--- config.mk ---
export PLATFORM = sky130hd
export DESIGN_NAME = uart_rx_ctrl
export DESIGN_NICKNAME = d
export VERILOG_FILES = /design/src/rtl/uart_pkg.sv /design/src/rtl/uart_bit_timer.sv /design/src/rtl/uart_rx_ctrl.sv
export SDC_FILE = /design/constraint.sdc
export NUM_CORES = 1
export LEC_CHECK = 0
export ABC_CLOCK_PERIOD_IN_PS = 1800
export BUFFER_PORTS_ARGS = -buffer_cell sky130_fd_sc_hd__buf_2
export CORE_MARGIN = 10
export CORE_UTILIZATION = 35
export CTS_CLUSTER_DIAMETER = 120
export DETAILED_ROUTE_END_ITERATION = 8
export PLACE_DENSITY = 0.54
export SETUP_SLACK_MARGIN = 0.1
export SLEW_MARGIN = 25
export SYNTH_ARGS = -nofsm -noshare
export SYNTH_HDL_FRONTEND = slang
export SYNTH_SLANG_ARGS = --single-unit
--- constraint.sdc ---
create_clock -name clk -period 1.8 [get_ports clk]
set_clock_uncertainty 0.15 [all_clocks]
set_input_delay 0.18 -clock clk [delete_from_list [all_inputs] [get_ports clk]]
set_output_delay 0.18 -clock clk [all_outputs]
set_load 0.05 [all_outputs]
--- src/rtl/uart_pkg.sv ---
// Shared UART definitions: receive FSM state type and the default frame geometry
// used by the RX sequencer, the TX side and the baud tick generator.
package uart_pkg;

  localparam int UART_OVERSAMPLE = 16;
  localparam int UART_DATA_BITS  = 8;

  typedef enum logic [2:0] {
    IDLE,
    START,
    DATA,
    STOP,
    WAIT_HIGH
  } rx_state_t;

endpackage

--- src/rtl/uart_bit_timer.sv ---
// Oversample tick counter for the UART receiver. Emits a strobe at the middle of
// the start bit and one at the end of every full bit period.
module uart_bit_timer #(
  parameter int OVERSAMPLE = 16
) (
  input  logic clk,
  input  logic rst,
  input  logic clear,
  input  logic enable,
  input  logic sample_tick,
  output logic mid_start,
  output logic bit_done
);

  localparam int CW = $clog2(OVERSAMPLE);

  logic [CW-1:0] tick_cnt_q;
  logic [CW-1:0] tick_cnt_d;
  logic          advance;

  assign advance   = enable && sample_tick;
  assign mid_start = advance && (tick_cnt_q == CW'(OVERSAMPLE / 2 - 1));
  assign bit_done  = advance && (tick_cnt_q == CW'(OVERSAMPLE - 1));

  // Counter wraps to zero on the bit-period boundary so it never exceeds OVERSAMPLE-1.
  always_comb begin
    tick_cnt_d = tick_cnt_q;
    if (clear) begin
      tick_cnt_d = '0;
    end else if (advance) begin
      if (tick_cnt_q == CW'(OVERSAMPLE - 1)) begin
        tick_cnt_d = '0;
      end else begin
        tick_cnt_d = tick_cnt_q + CW'(1);
      end
    end
  end

  always_ff @(posedge clk) begin
    if (rst) begin
      tick_cnt_q <= '0;
    end else begin
      tick_cnt_q <= tick_cnt_d;
    end
  end

endmodule

--- src/rtl/uart_rx_ctrl.sv ---
// UART receive sequencer: qualifies the start bit, samples data and stop bits at
// mid-bit, and hands finished bytes to the consumer through a valid/ready register.
module uart_rx_ctrl
  import uart_pkg::*;
#(
  parameter int OVERSAMPLE = UART_OVERSAMPLE,
  parameter int DATA_BITS  = UART_DATA_BITS
) (
  input  logic                 clk,
  input  logic                 rst,
  input  logic                 sample_tick,
  input  logic                 rx_in,
  input  logic                 data_ready,
  output logic [DATA_BITS-1:0] data_out,
  output logic                 data_valid,
  output logic                 frame_err,
  output logic                 overrun,
  output logic                 busy
);

  localparam int BW = $clog2(DATA_BITS + 1);

  rx_state_t            state_q, state_d;
  logic [BW-1:0]        bit_cnt_q, bit_cnt_d;
  logic [DATA_BITS-1:0] shift_q, shift_d;
  logic [DATA_BITS-1:0] data_out_q, data_out_d;
  logic                 data_valid_q, data_valid_d;
  logic                 frame_err_q, frame_err_d;
  logic                 overrun_q, overrun_d;
  logic                 busy_q, busy_d;

  logic timer_clear;
  logic timer_en;
  logic mid_start;
  logic bit_done;
  logic byte_done;

  uart_bit_timer #(
    .OVERSAMPLE(OVERSAMPLE)
  ) u_bit_timer (
    .clk        (clk),
    .rst        (rst),
    .clear      (timer_clear),
    .enable     (timer_en),
    .sample_tick(sample_tick),
    .mid_start  (mid_start),
    .bit_done   (bit_done)
  );

  always_comb begin
    state_d      = state_q;
    bit_cnt_d    = bit_cnt_q;
    shift_d      = shift_q;
    data_out_d   = data_out_q;
    data_valid_d = data_valid_q;
    frame_err_d  = 1'b0;
    overrun_d    = overrun_q;
    timer_clear  = 1'b0;
    timer_en     = 1'b0;
    byte_done    = 1'b0;

    unique case (state_q)
      IDLE: begin
        timer_clear = 1'b1;
        if (sample_tick && !rx_in) begin
          state_d = START;
        end
      end
      START: begin
        timer_en = 1'b1;
        if (mid_start) begin
          if (rx_in) begin
            state_d = IDLE;
          end else begin
            state_d     = DATA;
            timer_clear = 1'b1;
            bit_cnt_d   = '0;
          end
        end
      end
      DATA: begin
        timer_en = 1'b1;
        if (bit_done) begin
          shift_d   = {rx_in, shift_q[DATA_BITS-1:1]};
          bit_cnt_d = bit_cnt_q + BW'(1);
          if (bit_cnt_q == BW'(DATA_BITS - 1)) begin
            state_d = STOP;
          end
        end
      end
      STOP: begin
        timer_en = 1'b1;
        if (bit_done) begin
          if (rx_in) begin
            byte_done = 1'b1;
            state_d   = IDLE;
          end else begin
            frame_err_d = 1'b1;
            state_d     = WAIT_HIGH;
          end
        end
      end
      WAIT_HIGH: begin
        timer_clear = 1'b1;
        if (sample_tick && rx_in) begin
          state_d = IDLE;
        end
      end
      default: begin
        state_d = IDLE;
      end
    endcase

    // A completion beats a same-cycle consume; a full register keeps its old byte.
    if (byte_done) begin
      if (!data_valid_q || data_ready) begin
        data_out_d   = shift_q;
        data_valid_d = 1'b1;
      end else begin
        overrun_d = 1'b1;
      end
    end else if (data_ready && data_valid_q) begin
      data_valid_d = 1'b0;
    end

    busy_d = (state_d != IDLE);
  end

  always_ff @(posedge clk) begin
    if (rst) begin
      state_q      <= IDLE;
      bit_cnt_q    <= '0;
      shift_q      <= '0;
      data_out_q   <= '0;
      data_valid_q <= 1'b0;
      frame_err_q  <= 1'b0;
      overrun_q    <= 1'b0;
      busy_q       <= 1'b0;
    end else begin
      state_q      <= state_d;
      bit_cnt_q    <= bit_cnt_d;
      shift_q      <= shift_d;
      data_out_q   <= data_out_d;
      data_valid_q <= data_valid_d;
      frame_err_q  <= frame_err_d;
      overrun_q    <= overrun_d;
      busy_q       <= busy_d;
    end
  end

  assign data_out   = data_out_q;
  assign data_valid = data_valid_q;
  assign frame_err  = frame_err_q;
  assign overrun    = overrun_q;
  assign busy       = busy_q;

endmodule

==> results.md <==
- Worst setup SP type: flop
- WP data arrival: 1.70 ns
- Initial Utilization: 0.366
- Finished Layout Cells: 223
- Power share of the sequential group: 0.474
- Vias in the first global route: 1,087
- Initial antenna violation count: 0
- Root Driver: clkbuf_8
- Final hold violations: 0
- Post-synth ARST share: 0
- Min-Delay Endpoint: frame_err
- Comb pwr share: 0.041
- GR Util All Layers: 0.0930
- Port Buffers: 16
- Fin Hold WS: 0.0172 ns
- CTS H-tree lvls: 2
- Slew Limit Fails: 0
- Max transition margin: 0.768
- Post-synth top cells: 31 x dfxtp_1, 23 x nor2_1, 16 x mux2i_1, 8 x nand2_1
- Antenna Violating Nets Remaining: 0
- Max VDD drop: 0.472 mV
- Cell taking the most area after synthesis: dfxtp_1
- Class of the worst hold path: input port to flop
- Drt pass-1 iters: 4
- Static leakage: 0.672 nW
- Critical Path End Type: flop
- Sw Ratio: 0.205
- Distinct cells, synth: 36
- Critical path class: flop to flop
- Reg clk slew, reported paths: 0.07 ns
- Top FF cell, synth: dfxtp_1
- Yosys synthesis warning count: 0
- Count leader, synth: dfxtp_1
- RD Place Congestion: 0.809
- Clock Power Share: 0.485
- EDFF count, synth: 0
- Critical Path RT: 1.81 ns
- Setup TNS Final: 0 ns
- Worst hold path depth: 2
- FF-to-FF path depth: 6
- Die H: 82.1 um
- Max Freq: 0.590 GHz
- Number of fillers in the final layout: 378
- IO Count: 17
- Status: completed
- Fraction of layout cells with a size suffix above 1: 0.366
- Net count, final: 181
- Placed inst area: 0.00156 mm2
- Synthesized flop and latch total: 31
- Post-route design area: 0.00178 mm2
- Tightest Pin Transition: 0.346 ns
- Wire per inst: 13.1 um
- CTS sink count: 31
- Max FO, Critical Path: 4
- First-pass GRT wire length: 4950 um
- Flop2flop setup slack: 0.11 ns
- Mapped Nets: 148
- CTS tree: done
- HP Start: rx_in
- Residual DRC count: 0
- Count of final setup violators: 0
- Max Cap Violations: 0
- Core footprint: 0.00369 mm2
- Bufs on Longest Clock Path: 2
- FP Rows: 22
- Critical R2R Launch: u_bit_timer.tick_cnt_q[0]
- Share of the synthesized area in the top cell type: 0.460
- Mean number of vias per cell: 4.96
- RSZ-0062 raised after global routing: true
- Mapped cell area: 0.00135 mm2
- Final Cycle Share: 0.941
- Reg2reg end: busy
- Full die area: 0.00674 mm2
- Synthesized instance count: 141
- HPWL Detailed: 2020 um
- Net Sw Power: 297 uW
- Minimum clock period: 1.69 ns
- # diodes: 0
- Seq/Total Area, Yosys: 0.460
- Later-pin clock latency in the skew report: 0.28 ns
- Largest net degree at the start of global routing: 27
- CTS Hold Bufs: 0
- Gr ovfl total: 0
- PD cells: 818 mW/mm2
- Placed Instances: 208
- Die width: 82.1 um
- Post-Route WL: 2930 um
- Layout area overhead: 31.5%
- Register area: 642 um2
- Multi-input logic area: 721 um2
- Via count: 1,106
- Pint: 1.15 mW
- Synth area leaders: dfxtp_1 46%, mux2i_1 12%, nor2_1 6.4%, a211oi_1 2.2%, nand2_1 2.2%
- CTS buffer count: 5
- Initial DRC Count: 65
- Mapped Avg Cell Area: 9.57 um2
## placed cells by master (no fill, tap or decap), types with 2 or more instances in the layout
| cell | instances |
|---|---|
| nor2_1 | 23 |
| a211oi_2 | 3 |
| buf_2 | 16 |
| or3_1 | 4 |
| o21ai_0 | 2 |
| dfxtp_2 | 2 |
| nor3_1 | 5 |
| nand3_1 | 2 |
| nor2b_1 | 2 |
| xor2_1 | 2 |
| a21oi_1 | 5 |
| xnor2_1 | 2 |
| dfxtp_4 | 5 |
| inv_1 | 4 |
| dfxtp_1 | 24 |
| a211oi_1 | 2 |
| nand3b_1 | 3 |
| nand2_1 | 7 |
| mux2i_1 | 16 |
| clkbuf_8 | 6 |
| buf_4 | 16 |
## cell type report
class	count	share of cell area
well taps	48	0.0338
clock buffers	6	0.0465
multi-input cells	99	0.406
clock inverters	2	0.0197
repair buffers	33	0.124
flip-flops and latches	31	0.362
inverters	4	0.00846
## worst max-delay path by stage
stage,start,end,cells after the start
after floorplan,u_bit_timer.tick_cnt_q[0],busy,5
after global placement,u_bit_timer.tick_cnt_q[0],busy,5
after detailed placement,u_bit_timer.tick_cnt_q[0],busy,5
after CTS,bit_cnt_q[0],busy,5
after global routing,bit_cnt_q[1],busy,5
final,u_bit_timer.tick_cnt_q[0],busy,6
## state kept, by name (all words and copies together) (netlist names)
register	count
bit_cnt_q	4
busy	1
data_out	8
data_valid	1
frame_err	1
overrun	1
shift_q	8
state_q	3
u_bit_timer.tick_cnt_q	4
## cells by family (layout without fill, tap and decap cells)
logic type               Yosys count  after routing  share of synthesized area
XOR/XNOR                           4              4                     0.0260
AO/OA/AOI/OAI                     20             20                      0.107
adder cells (fa/ha/maj)            2              2                     0.0185
buffers and inverters             11             45                     0.0343
multiplexers                      16             16                      0.119
flip-flops                        31             31                      0.460
AND/OR/NAND/NOR                   57             57                      0.236
## per-stage QoR
stage	utilization	worst slack (ns)	power (mW)
after floorplan	-	0.0302	0.746
after global placement	0.424	0.0509	0.765
after detailed placement	0.424	0.0219	0.766
after CTS	0.466	0.0968	1.47
after global routing	0.481	0.00341	1.50
final	0.481	0.106	1.45
## worst max-delay path, cell delays in order, from the launching register on
cell and delay, ns:
dfxtp_4 0.36, ha_4 0.15, nand3_1 0.09, buf_4 0.16, nor3_1 0.22, o22ai_2 0.10, or3_1 0.34
## routing by layer
layer  GRT usage  vias up  routed length, um
met3      0.0313        5                150
li1            -      565                  -
met1       0.112      515               1370
met4      0.0408        0                 33
met2       0.148       21               1380
met5           0        -                  0
## timing repair
action | 4_1_cts | 5_1_grt
gates resized for setup | 6 | 9
endpoints found under the setup margin | 14 | 17
setup buffers | 3 | 4
pin swaps | 1 | 4
gates cloned | 0 | 0
## power by group through the flow
stage / Clock (mW) / Combinational (mW) / Sequential (mW)
global route: 0.749 / 0.0667 / 0.688
detailed placement: 0 / 0.0559 / 0.710
global placement: 0 / 0.0558 / 0.710
CTS: 0.724 / 0.0581 / 0.692
finish: 0.704 / 0.0596 / 0.688
floorplan: 0 / 0.0334 / 0.712
Power figures use the tool's default switching activity.
